**config.mk**
```make
export PLATFORM = sky130hd
export DESIGN_NAME = borrow_serial_subtractor
export DESIGN_NICKNAME = d
export VERILOG_FILES = /design/src/rtl/borrow_serial_subtractor_pkg.sv /design/src/rtl/borrow_lookahead_2bit.sv /design/src/rtl/borrow_serial_subtractor.sv
export SDC_FILE = /design/constraint.sdc
export NUM_CORES = 1
export LEC_CHECK = 0
export ABC_AREA = 0
export CAP_MARGIN = 20
export CORE_MARGIN = 1
export CORE_UTILIZATION = 35
export DETAILED_ROUTE_END_ITERATION = 8
export PLACE_DENSITY = 0.59
export SETUP_SLACK_MARGIN = 0.02
export SYNTH_ARGS = -nofsm -noshare
export SYNTH_HDL_FRONTEND = slang
export SYNTH_SLANG_ARGS = --single-unit
```
**constraint.sdc**
```tcl
create_clock -name clk -period 1.6 [get_ports clk]
set_input_delay 0.4 -clock clk [delete_from_list [all_inputs] [get_ports clk]]
set_output_delay 0.4 -clock clk [all_outputs]
set_load 0.01 [all_outputs]
```
**src/rtl/borrow_serial_subtractor_pkg.sv**
```systemverilog
// Shared FSM state encoding and slice constants for the serial borrow subtractor.
package sub_pkg;

  localparam int SLICE_W = 2;

  typedef enum logic [1:0] {
    IDLE = 2'd0,
    BUSY = 2'd1,
    DONE = 2'd2
  } state_t;

endpackage

```
**src/rtl/borrow_lookahead_2bit.sv**
```systemverilog
// Combinational 2-bit subtract slice with borrow look-ahead; zero latency, no flow control.
module borrow_lookahead_2bit
  import sub_pkg::*;
(
  input  logic [SLICE_W-1:0] i_a,
  input  logic [SLICE_W-1:0] i_b,
  input  logic               i_bin,
  output logic [SLICE_W-1:0] o_d,
  output logic               o_bout
);

  logic [SLICE_W-1:0] w_p;
  logic [SLICE_W-1:0] w_g;
  logic               w_b1;

  // Equal bits pass an incoming borrow through; a=0,b=1 creates one.
  assign w_p = i_a ~^ i_b;
  assign w_g = ~i_a & i_b;

  assign w_b1   = w_g[0] | (w_p[0] & i_bin);
  assign o_bout = w_g[1] | (w_p[1] & w_g[0]) | (w_p[1] & w_p[0] & i_bin);

  assign o_d[0] = i_a[0] ^ i_b[0] ^ i_bin;
  assign o_d[1] = i_a[1] ^ i_b[1] ^ w_b1;

endmodule

```
**src/rtl/borrow_serial_subtractor.sv**
```systemverilog
// Serial a-b-bin, one 2-bit slice per cycle; result valid WIDTH/2 cycles after accept,
// held in DONE until out_ready. SUB_SATURATE_EN clamps d to 0 on borrow-out.
module borrow_serial_subtractor
  import sub_pkg::*;
#(
  parameter int WIDTH = 8
) (
  input  logic             clk,
  input  logic             rst_n,
  input  logic             in_valid,
  output logic             in_ready,
  input  logic [WIDTH-1:0] a,
  input  logic [WIDTH-1:0] b,
  input  logic             bin,
  output logic             out_valid,
  input  logic             out_ready,
  output logic [WIDTH-1:0] d,
  output logic             bout
);

  localparam int NSLICE = WIDTH / SLICE_W;
  localparam int CNT_W  = $clog2(NSLICE + 1);

  state_t             r_state;
  state_t             w_state_nxt;
  logic [WIDTH-1:0]   r_a;
  logic [WIDTH-1:0]   r_b;
  logic [WIDTH-1:0]   r_d;
  logic               r_borrow;
  logic               r_bout;
  logic [CNT_W-1:0]   r_cnt;

  logic [SLICE_W-1:0] w_slice_d;
  logic               w_slice_bout;
  logic               w_last;
  logic [WIDTH-1:0]   w_d_shift;

  borrow_lookahead_2bit u_slice (
    .i_a    (r_a[SLICE_W-1:0]),
    .i_b    (r_b[SLICE_W-1:0]),
    .i_bin  (r_borrow),
    .o_d    (w_slice_d),
    .o_bout (w_slice_bout)
  );

  assign w_last = (r_cnt == CNT_W'(NSLICE - 1));

  // New slice enters at the top so the LSB slice lands at bit 0 after NSLICE shifts.
  assign w_d_shift = WIDTH'({w_slice_d, r_d} >> SLICE_W);

  always_comb begin
    w_state_nxt = r_state;
    case (r_state)
      IDLE:    if (in_valid)  w_state_nxt = BUSY;
      BUSY:    if (w_last)    w_state_nxt = DONE;
      DONE:    if (out_ready) w_state_nxt = IDLE;
      default: w_state_nxt = IDLE;
    endcase
  end

  always_ff @(posedge clk or negedge rst_n) begin
    if (!rst_n) begin
      r_state <= IDLE;
    end else begin
      r_state <= w_state_nxt;
    end
  end

  always_ff @(posedge clk or negedge rst_n) begin
    if (!rst_n) begin
      r_a      <= '0;
      r_b      <= '0;
      r_d      <= '0;
      r_borrow <= 1'b0;
      r_bout   <= 1'b0;
      r_cnt    <= '0;
    end else begin
      case (r_state)
        IDLE: begin
          if (in_valid) begin
            r_a      <= a;
            r_b      <= b;
            r_borrow <= bin;
            r_cnt    <= '0;
          end
        end
        BUSY: begin
          r_a      <= r_a >> SLICE_W;
          r_b      <= r_b >> SLICE_W;
          r_d      <= w_d_shift;
          r_borrow <= w_slice_bout;
          r_cnt    <= r_cnt + 1'b1;
          if (w_last) begin
            r_bout <= w_slice_bout;
          end
        end
        default: begin
        end
      endcase
    end
  end

  assign in_ready  = (r_state == IDLE);
  assign out_valid = (r_state == DONE);
  assign bout      = r_bout;

`ifdef SUB_SATURATE_EN
  assign d = r_bout ? '0 : r_d;
`else
  assign d = r_d;
`endif

endmodule

```
==> flow_summary.rst, run 1 <==
.. list-table::
   :header-rows: 1

   * - Metric
     - Value
   * - EDFF count, synth
     - 0
   * - Largest family of logic cells by synthesized area
     - compound AO/OA/AOI/OAI gates
   * - Leakage component of the power
     - 0.000954 uW
   * - Synthesized area per cell
     - 10.4 um2
   * - Sum of overflow across all layers after global routing
     - 0
   * - CTS H-tree lvls
     - 2
   * - Signed area change from the synthesized netlist to the final layout
     - 27.0%
   * - Routability congestion estimate from global placement
     - 0.779
   * - Sequential Power Share
     - 0.379
   * - Power per cell area
     - 1720 nW/um2
   * - Residual antenna-violating net count after detailed routing
     - 0
   * - Worst setup endpoint
     - in_ready
   * - Area inside the core boundary
     - 4380 um2
   * - Switching component of the power
     - 1360 uW
   * - Setup Crit Path Kind
     - reg2out
   * - Critical path fanouts, max
     - 3
   * - Crit path DAT
     - 1.13 ns
   * - Critical Path RT
     - 1.20 ns
   * - RSZ-0062 raised after global routing
     - false
   * - Reg2Reg Capture Point
     - bout
   * - Flip-flop and latch count after synthesis
     - 31
   * - TritonRoute pass-1 iters
     - 4
   * - Total count of max-transition violations in the final report
     - 0
   * - Post-detailed-routing wire length
     - 3.31 mm
   * - Dominant register cell in the synthesized netlist
     - sky130_fd_sc_hd__dfrtp_1
   * - Post-detailed-placement cell area
     - 1980 um2
   * - Final-layout fill cell count
     - 422
   * - Internal Dissipation
     - 2160 uW
   * - Ys async rst share
     - 1.00
   * - Clock insertion delay at the later pin of the skew report
     - 0.28 ns
   * - Final critical path time including I/O delays and setup
     - 1.53 ns
   * - Root cell of the clock tree
     - sky130_fd_sc_hd__clkbuf_8
   * - Vias in the first global route
     - 1196
   * - Part of the total power dissipated in combinational logic
     - 0.462
   * - Warnings, synthesis
     - 0
   * - Share of the synthesized area in the top cell type
     - 0.482
   * - Status
     - complete, no violations
   * - Adder and majority cell fraction of the synthesized area
     - 0.0436
   * - Total via count after detailed routing
     - 1222
   * - Most numerous cell in the Yosys netlist
     - sky130_fd_sc_hd__nand2_1
   * - DRC violations left
     - 0
   * - Vert. Die Dim
     - 69.8 um
   * - Critical path startpoint
     - r_state[0]
   * - Number of DRC violations after detailed-routing iteration 0
     - 69
   * - Kind of path behind the tightest hold check
     - in2async
   * - Worst slew margin relative to its limit
     - 0.706
   * - Max Clock Skew
     - 0.00360 ns
   * - Average detailed-routed wire length per instance
     - 13.7 um
   * - Maximum vdd drop
     - 0.539 mV
   * - Largest area contributor in the netlist
     - sky130_fd_sc_hd__dfrtp_1
   * - Global-route usage over all layers
     - 0.149
   * - Clock share of power
     - 0.159
   * - Peak Freq
     - 0.654 GHz
   * - Worst Setup Start Kind
     - flip-flop
   * - Pin count of the biggest net entering global routing
     - 32
   * - Worst Setup End Kind
     - primary output
   * - Die Area
     - 4870 um2
   * - List of most frequent post-synthesis cells
     - sky130_fd_sc_hd__nand2_1, sky130_fd_sc_hd__dfrtp_1, sky130_fd_sc_hd__a22oi_1, sky130_fd_sc_hd__a21oi_2, sky130_fd_sc_hd__nor2b_1
   * - Final Hold Fails
     - 0
   * - Maxcap violations
     - 0
   * - Post-synthesis instance area
     - 1610 um2
   * - Number of buffers added by the clock tree synthesis step
     - 5
   * - Cell row count
     - 24
   * - Post-synthesis net count
     - 180
   * - Clock slew seen by the registers of the worst setup and hold paths
     - 0.06 ns
   * - Cell area after layout
     - 2040 um2
   * - Synth Area in Compound Gates
     - 0.235
   * - Antenna violations before repair
     - 0
   * - Xor and xnor fraction of the mapped netlist area
     - 0.00545
   * - DP Wirelength
     - 2.31 mm
   * - Gate Count Post-Synth
     - 154
   * - Maximum clock path buffer count
     - 2
   * - Setup-violating endpoint count in the final report
     - 0
   * - Detailed-route vias per instance
     - 5.05
   * - Summed negative setup slack over all endpoints
     - 0 ns
   * - Initial standard-cell utilization of the core
     - 0.367
   * - Fraction of the mapped netlist area in simple logic gates
     - 0.149
   * - Reg-to-Reg Start
     - r_state[0]
   * - Share of final-layout standard cells stronger than drive strength 1
     - 0.163
   * - Wire length of the first global-routing pass
     - 5.73 mm
   * - Number of nets at the end of the flow
     - 217
   * - TritonCTS Sinks
     - 31
   * - Switching share of power
     - 0.386
   * - Clock tree from TritonCTS
     - yes
   * - Top cells by area in the synthesized netlist
     - sky130_fd_sc_hd__dfrtp_1, sky130_fd_sc_hd__nand2_1, sky130_fd_sc_hd__a21oi_2
   * - Number of top-level pins
     - 32
   * - Antenna fix cells
     - 0
   * - Sequential share of the synthesized area
     - 0.482
   * - Transition time at the pin with the least slew margin
     - 0.441 ns
   * - R2R depth
     - 5
   * - Width of the die
     - 69.8 um
   * - Final period utilization
     - 0.955
   * - Share of synthesized area spent on multiplexers
     - 0.0125
   * - Synth unique cells
     - 30
   * - Port bufs
     - 31
   * - R2R setup slack
     - 0.17 ns
-- per-layer routing --
layer,global-route usage,part of all wire
met5,0,0
met4,0.0533,0.016
met2,0.238,0.46
met3,0.0509,0.064
met1,0.188,0.46
-- cell usage in the layout (no fill, tap or decap), types with 2 or more instances in the layout --
cell	Yosys	final
sky130_fd_sc_hd__nand2_1	33	33
sky130_fd_sc_hd__dfrtp_1	31	31
sky130_fd_sc_hd__clkdlybuf4s50_1	0	20
sky130_fd_sc_hd__a22oi_1	10	10
sky130_fd_sc_hd__nor2b_1	9	9
sky130_fd_sc_hd__a21oi_2	9	9
sky130_fd_sc_hd__dlygate4sd2_1	0	9
sky130_fd_sc_hd__o21ai_0	8	8
sky130_fd_sc_hd__o21ai_1	8	8
sky130_fd_sc_hd__inv_1	6	6
sky130_fd_sc_hd__buf_4	2	6
sky130_fd_sc_hd__a21oi_1	5	5
sky130_fd_sc_hd__clkbuf_8	0	5
sky130_fd_sc_hd__ha_1	4	4
sky130_fd_sc_hd__o21ai_2	3	3
sky130_fd_sc_hd__and2b_1	3	3
sky130_fd_sc_hd__a22o_1	2	2
sky130_fd_sc_hd__mux2i_1	2	2
sky130_fd_sc_hd__dlymetal6s2s_1	0	2
sky130_fd_sc_hd__buf_12	2	2
-- power groups by stage --
| stage | Clock [uW] | Combinational (uW) | Sequential (uW) |
|---|---|---|---|
| after detailed placement | 0 | 1730 | 1350 |
| after floorplan | 0 | 1200 | 1360 |
| final | 558 | 1620 | 1330 |
| after global routing | 618 | 1830 | 1380 |
| after global placement | 0 | 1690 | 1330 |
| after CTS | 585 | 1650 | 1330 |
-- final cells by class --
cell class	instances	area (um2)	area share
clock buffers	6	72.6	0.0355
inverters	6	22.5	0.0110
multi-input cells	108	717	0.351
flip-flops and latches	31	776	0.380
well taps	52	65.1	0.0319
repair buffers	39	389	0.191
-- repair_timing --
| item | 4_1_cts | 5_1_grt |
|---|---|---|
| hold buffers | 0 | 0 |
| endpoints found under the hold margin | 0 | 0 |
| resized for setup | 9 | 2 |
| setup buffers | 0 | 0 |
| endpoints found under the setup margin | 9 | 2 |
-- cell families (layout without fill, tap and decap cells) --
kind of cell    Yosys count  in the layout
compound gates           50             50
simple gates             50             50
flops                    31             31
buf+inv                  15             51
fa+ha+maj                 5              5
mux                       2              2
xor+xnor                  1              1
-- worst min path at each step --
stage                     startpoint  endpoint  slack (ns)
after floorplan                rst_n      bout        0.10
after global placement          d[0]      d[0]        0.46
after detailed placement        d[1]      d[1]        0.47
after CTS                      rst_n    r_b[1]        0.48
after global routing           rst_n  r_borrow        0.49
final                          rst_n  r_cnt[1]        0.47
-- registers in the layout, summed over array words and instances (netlist names) --
name      cells
bout          1
r_cnt         3
d             8
r_state       2
r_borrow      1
r_b           8
r_a           8
-- critical path, cell delays in order, from the launching register on --
cell                            delay [ns]
sky130_fd_sc_hd__dfrtp_1              0.40
sky130_fd_sc_hd__nor2_1               0.16
sky130_fd_sc_hd__dlygate4sd2_1        0.29
-- through the flow --
step                      power, uW  hold slack [ns]  utilization  worst slack (ns)  instances
final                          3510            0.474        0.466            0.0713        242
after global routing           3820            0.492        0.466            0.0200        242
after CTS                      3570            0.481        0.465            0.0267        242
after detailed placement       3080            0.468        0.451           -0.0223        236
after global placement         3020            0.458        0.451            0.0131        236
after floorplan                2560            0.104            -             0.271        154
No activity file was read; power rests on OpenSTA's default activity.
==> run 2: changes to the inputs <==
- GPL_TIMING_DRIVEN: unset -> 0
- PLACE_DENSITY: 0.59 -> 0.58
- TNS_END_PERCENT: unset -> 30
==> run 2 against run 1 <==
Net effect: die area stayed put; via count is 0.33% higher; utilization is 1.6 points higher; critical endpoint unchanged; sequential share of layout area is 1.2 points lower; non-clock buffer count is 2 higher; clock skew is 0.0049 ns higher; flip-flop and latch count stayed put; final cell count is 1.7% higher; sequential power hardly changed; global-route usage is 0.66 points higher; largest cell class unchanged; worst setup slack worse by 0.0074 ns; clock-buffer cell count is 1 higher.
==> flow_summary.rst, run 2 (synthesis results as in run 1) <==
.. list-table::
   :header-rows: 1

   * - Metric
     - Value
   * - RSZ-0062 raised after global routing
     - false
   * - Count of hold-fix buffers inserted at cts
     - 0 (unchanged)
   * - DP Wirelength
     - 2.35 mm (+1.7%)
   * - Crit-path cells
     - buf_12, nor2_4, buf_2
   * - Critical Path RT
     - 1.20 ns (about the same)
   * - Cell count along the critical path
     - 3 (+1)
   * - Crit path DAT
     - 1.14 ns (about the same)
   * - Antenna fix cells
     - 0 (unchanged)
   * - Signed area change from the synthesized netlist to the final layout
     - 31.4%
   * - Routability congestion estimate from global placement
     - 0.744 (-4.5%)
   * - Worst Hold Margin
     - 0.170 ns (-0.303 ns)
   * - Number of top-level pins
     - 32 (unchanged)
   * - Global-route usage over all layers
     - 0.156 (+0.00665)
   * - Final Hold Fails
     - 0 (unchanged)
   * - Number of buffers added by the clock tree synthesis step
     - 5 (unchanged)
   * - Critical path buffers and inverters
     - 2 (+1)
   * - Maxcap violations
     - 0 (unchanged)
   * - R2R depth
     - 5 (unchanged)
   * - Worst path slowest cell
     - sky130_fd_sc_hd__dfrtp_2
   * - Power per cell area
     - 1790 nW/um2 (+3.7%)
   * - Total count of max-transition violations in the final report
     - 0 (unchanged)
   * - Number of nets at the end of the flow
     - 219 (+0.92%)
   * - Peak Freq
     - 0.651 GHz (-0.48%)
   * - Final period utilization
     - 0.960 (+0.00465)
   * - Worst slew margin relative to its limit
     - 0.526 (-0.180)
   * - Number of DRC violations after detailed-routing iteration 0
     - 69 (unchanged)
   * - Total via count after detailed routing
     - 1226 (+0.33%)
   * - Clock slew seen by the registers of the worst setup and hold paths
     - 0.07 ns (about the same)
   * - Status
     - complete, no violations
   * - Residual antenna-violating net count after detailed routing
     - 0 (unchanged)
   * - Initial standard-cell utilization of the core
     - 0.367 (unchanged)
   * - Antenna violations before repair
     - 0 (unchanged)
   * - Clock tree from TritonCTS
     - yes
   * - Final Instance Count excl. Fillers
     - 246 (+1.7%)
   * - Port bufs
     - 31 (unchanged)
   * - Width of the die
     - 69.8 um (unchanged)
   * - Pin count of the biggest net entering global routing
     - 32 (unchanged)
   * - Setup-violating endpoint count in the final report
     - 0 (unchanged)
   * - Detailed-route vias per instance
     - 4.98 (-1.3%)
   * - DRC violations left
     - 0 (unchanged)
   * - TritonRoute pass-1 iters
     - 4 (unchanged)
   * - Vert. Die Dim
     - 69.8 um (unchanged)
   * - Maximum vdd drop
     - 0.566 mV (+5.1%)
   * - Final critical path time including I/O delays and setup
     - 1.54 ns (+0.00744 ns)
   * - Max Clock Skew
     - 0.00851 ns (+0.00491 ns)
   * - Sum of overflow across all layers after global routing
     - 0 (unchanged)
   * - Kind of cell with the highest combined delay on the critical path
     - flip-flops
   * - Average detailed-routed wire length per instance
     - 13.9 um (+1.4%)
   * - Final-layout fill cell count
     - 395 (-6.4%)
   * - Vias in the first global route
     - 1269 (+6.1%)
   * - Leakage component of the power
     - 0.00103 uW (+8.0%)
   * - Critical path fanouts, max
     - 19 (+16)
   * - Cell row count
     - 24 (unchanged)
   * - Die Area
     - 4870 um2 (unchanged)
   * - Final core occ
     - 0.482 (+0.0160)
   * - Wire length of the first global-routing pass
     - 5.98 mm (+4.3%)
   * - Post-detailed-routing wire length
     - 3.41 mm (+3.1%)
   * - CTS H-tree lvls
     - 2 (unchanged)
   * - Kind of path behind the tightest hold check
     - in2async
   * - Root cell of the clock tree
     - sky130_fd_sc_hd__clkbuf_8
   * - Maximum clock path buffer count
     - 2 (unchanged)
   * - Leading cell type in the layout, fill and taps excluded
     - sky130_fd_sc_hd__nand2_1
   * - Placed Cells
     - 237 (+0.42%)
   * - R2R setup slack
     - 0.17 ns (about the same)
   * - Clock insertion delay at the later pin of the skew report
     - 0.28 ns (about the same)
   * - Top library cells by usage in the layout, fill and taps aside
     - sky130_fd_sc_hd__nand2_1, sky130_fd_sc_hd__dfrtp_1, sky130_fd_sc_hd__clkdlybuf4s50_1
   * - Worst Setup Start Kind
     - flip-flop
   * - Setup Crit Path Kind
     - reg2out
   * - Share of final-layout standard cells stronger than drive strength 1
     - 0.206 (+0.0430)
   * - TritonCTS Sinks
     - 31 (unchanged)
   * - Highest cell delay on the worst timing path
     - 0.46 ns (+0.06 ns)
   * - Area inside the core boundary
     - 4380 um2 (unchanged)
   * - Worst Setup End Kind
     - primary output
   * - Transition time at the pin with the least slew margin
     - 0.710 ns (+0.269 ns)
-- run 2: cell types whose count changed in the layout (fill, tap and decap cells not counted), sizes merged --
cell / before / now
dlygate4sd2: 9 / 1
dlymetal6s2s: 2 / 8
buf: 8 / 13
clkbuf: 6 / 7
clkdlybuf4s50: 20 / 19
clkinv: 0 / 1
-- run 2: worst paths after layout --
kind                             from          to
hold / removal                  rst_n      r_b[0]
setup / recovery           r_state[0]    in_ready
min in group clk                 d[0]        d[0]
setup reg to reg               r_a[0]        bout
max in group asynchronous       rst_n  r_state[0]
hold reg to reg                  d[0]        d[0]
-- run 2: final cells by class --
class	count	area [um2]	share of cell area
Buffer	8	110	0.0521
Timing Repair Buffer	33	329	0.156
Clock buffer	7	76.3	0.0361
Inverter	6	22.5	0.0107
Sequential cell	31	777	0.368
Tap cell	52	65.1	0.0308
Clock inverter	1	5.00	0.00237
Multi-Input combinational cell	108	727	0.344
-- run 2: report_power, final --
group          leakage [uW]  internal (uW)  total, uW  switching (uW)
logic              0.000591            923       1840             913
registers          0.000397           1110       1350             234
clock network     0.0000422            305        588             284
total               0.00103           2340       3770            1430
-- run 2: metal layers --
metal | up-vias | GRT usage | share of wire
met4 | 0 | 0.0644 | 0.014
met3 | 5 | 0.0334 | 0.043
met5 | - | 0 | 0
li1 | 603 | - | -
met2 | 32 | 0.264 | 0.49
met1 | 586 | 0.192 | 0.45
-- run 2: stage by stage --
step                      setup TNS (ns)  instance area, um2  total power (uW)  setup slack [ns]
after CTS                              0                2070              3800           0.00248
final                                  0                2110              3770            0.0639
after floorplan                        0                1610              2560             0.271
after global routing                   0                2110              4080            0.0205
after detailed placement           -2.05                1980              3180            -0.274
after global placement            -16.71                1980              3120            -0.492
-- run 2: timing repair --
action,CTS,global route
resized for setup,13,14
buffers inserted,2,0
endpoints found under the setup margin,8,9
==> run 3: changes to the inputs <==
- CORE_MARGIN: 1 -> 2
- CTS_BUF_LIST: unset -> sky130_fd_sc_hd__clkbuf_4
==> run 3 against run 2 <==
Net effect: flip-flop and latch count is the same; global-route usage fell by 0.60 points; clock-buffer cell count did not move; worst setup slack worse by 0.023 ns; fmax down 1.5%; hold slack got worse by 0.062 ns; die area rose by 5.8%; via count rose by 2.4%; utilization grew 0.057 points; combinational power increased by 2%; non-clock buffer count up 5; critical path type unchanged.
==> flow_summary.rst, run 3 (synthesis results as in run 1) <==
.. list-table::
   :header-rows: 1

   * - Metric
     - Value
   * - Crit path DAT
     - 1.16 ns (+0.02 ns)
   * - Worst slew margin relative to its limit
     - 0.519 (-0.00720)
   * - Die Area
     - 5150 um2 (+5.8%)
   * - Leading cell type in the layout, fill and taps excluded
     - sky130_fd_sc_hd__nand2_1
   * - Clock slew seen by the registers of the worst setup and hold paths
     - 0.10 ns (+0.03 ns)
   * - Maximum clock path buffer count
     - 2 (unchanged)
   * - Worst path slowest cell
     - sky130_fd_sc_hd__dfrtp_2
   * - Register area
     - 778 um2 (+0.16%)
   * - Number of nets at the end of the flow
     - 224 (+2.3%)
   * - Final critical path time including I/O delays and setup
     - 1.56 ns (+0.0229 ns)
   * - Final Instance Count excl. Fillers
     - 251 (+2.0%)
   * - Kind of path behind the tightest hold check
     - in2async
   * - R2R setup slack
     - 0.14 ns (-0.03 ns)
   * - CTS H-tree lvls
     - 2 (unchanged)
   * - Initial standard-cell utilization of the core
     - 0.367 (unchanged)
   * - Worst Setup Start Kind
     - flip-flop
   * - TritonRoute pass-1 iters
     - 4 (unchanged)
   * - Transition time at the pin with the least slew margin
     - 0.721 ns (+0.0108 ns)
   * - Top library cells by usage in the layout, fill and taps aside
     - sky130_fd_sc_hd__nand2_1, sky130_fd_sc_hd__dfrtp_1, sky130_fd_sc_hd__clkdlybuf4s50_1
   * - Vias in the first global route
     - 1249 (-1.6%)
   * - Highest cell delay on the worst timing path
     - 0.47 ns (about the same)
   * - Total via count after detailed routing
     - 1256 (+2.4%)
   * - Kind of cell with the highest combined delay on the critical path
     - flip-flops
   * - Final period utilization
     - 0.974 (+0.0143)
   * - Number of DRC violations after detailed-routing iteration 0
     - 48 (-30%)
   * - Number of top-level pins
     - 32 (unchanged)
   * - Routability congestion estimate from global placement
     - 0.757 (+1.7%)
   * - Final-layout fill cell count
     - 419 (+6.1%)
   * - DRC violations left
     - 0 (unchanged)
   * - Worst Setup End Kind
     - primary output
   * - Number of buffers added by the clock tree synthesis step
     - 5 (unchanged)
   * - Detailed-route vias per instance
     - 5.00 (+0.41%)
   * - TritonCTS Sinks
     - 31 (unchanged)
   * - Max Clock Skew
     - 0.0138 ns (+0.00531 ns)
   * - Post-detailed-routing wire length
     - 3.52 mm (+3.0%)
   * - Post-detailed-placement cell area
     - 1980 um2 (unchanged)
   * - Average detailed-routed wire length per instance
     - 14.0 um (+0.97%)
   * - Critical path fanouts, max
     - 8 (-11)
   * - RSZ-0062 raised after global routing
     - true
   * - Clock insertion delay at the later pin of the skew report
     - 0.33 ns (+0.05 ns)
   * - Setup-violating endpoint count in the final report
     - 0 (unchanged)
   * - Antenna fix cells
     - 0 (unchanged)
   * - Maximum vdd drop
     - 0.704 mV (+24%)
   * - Peak Freq
     - 0.641 GHz (-1.5%)
   * - Width of the die
     - 71.8 um (+2.9%)
   * - Power per cell area
     - 1760 nW/um2 (-1.4%)
   * - Root cell of the clock tree
     - sky130_fd_sc_hd__clkbuf_4
   * - Placed Cells
     - 237 (unchanged)
   * - Port bufs
     - 31 (unchanged)
   * - Status
     - complete, no violations
   * - Vert. Die Dim
     - 71.8 um (+2.9%)
   * - Clock tree from TritonCTS
     - yes
   * - Total count of max-transition violations in the final report
     - 0 (unchanged)
   * - Wire length of the first global-routing pass
     - 5.93 mm (-0.69%)
   * - Leakage component of the power
     - 0.000973 uW (-5.5%)
   * - Count of hold-fix buffers inserted at cts
     - 0 (unchanged)
   * - DP Wirelength
     - 2.40 mm (+2.3%)
   * - Pin count of the biggest net entering global routing
     - 32 (unchanged)
   * - Critical path buffers and inverters
     - 2 (unchanged)
   * - Combined area of the multi-input logic cells
     - 732 um2 (+0.69%)
   * - Final Hold Fails
     - 0 (unchanged)
   * - Cell row count
     - 24 (unchanged)
   * - Worst Hold Margin
     - 0.108 ns (-0.0625 ns)
   * - Sum of overflow across all layers after global routing
     - 0 (unchanged)
   * - Crit-path cells
     - buf_12, nor2_4, buf_6
   * - Maxcap violations
     - 0 (unchanged)
   * - Setup Crit Path Kind
     - reg2out
   * - Global-route usage over all layers
     - 0.150 (-0.00595)
   * - Antenna violations before repair
     - 0 (unchanged)
   * - Share of final-layout standard cells stronger than drive strength 1
     - 0.241 (+0.0350)
   * - Critical Path RT
     - 1.20 ns (about the same)
   * - Area inside the core boundary
     - 4380 um2 (unchanged)
   * - Cell area after layout
     - 2110 um2 (+0.12%)
   * - Signed area change from the synthesized netlist to the final layout
     - 31.5%
   * - Residual antenna-violating net count after detailed routing
     - 0 (unchanged)
-- run 3: final timing paths --
check | startpoint | to | cells past startpoint
setup reg to reg | r_a[0] | bout | 5
hold reg to reg | d[1] | d[1] | 2
min in group clk | d[1] | d[1] | 2
hold / removal | rst_n | r_b[0] | 1
max in group asynchronous | rst_n | r_state[1] | 1
setup / recovery | r_state[0] | in_ready | 3
-- run 3: stage by stage --
stage | TNS [ns] | util | setup WS [ns] | power [uW]
detailed placement | -1.95 | 0.451 | -0.293 | 3190
finish | 0 | 0.482 | 0.0409 | 3720
global route | -0.0301 | 0.482 | -0.0167 | 4050
floorplan | 0 | - | 0.271 | 2560
CTS | -0.0496 | 0.467 | -0.0496 | 3650
global placement | -16.57 | 0.452 | -0.486 | 3120
-- run 3: report_power, final --
part           switching [uW]  internal, uW
sequential                249          1110
combinational             924           959
clock                     273           205
-- run 3: what timing repair did --
item / in CTS / in global routing
buffers inserted: 1 / 7
gates resized for setup: 26 / 6
endpoints found under the hold margin: 0 / 0
setup endpoints to repair: 11 / 2
-- run 3: metal layers --
layer  vias to the layer above  GRT usage  part of all wire  wire [um]
li1                        609          -                 -          -
met1                       613      0.188              0.46       1600
met2                        29      0.243              0.49       1720
met3                         5     0.0534             0.046        161
met4                         0     0.0461            0.0091         32
met5                         -          0                 0          0
-- run 3: cell type report --
| type | instances | area share |
|---|---|---|
| repair buffers | 39 | 0.170 |
| multi-input cells | 108 | 0.346 |
| clock buffers | 7 | 0.0249 |
| well taps | 52 | 0.0308 |
| plain buffers | 7 | 0.0467 |
| clock inverters | 1 | 0.00237 |
| flip-flops and latches | 31 | 0.368 |
| inverters | 6 | 0.0107 |
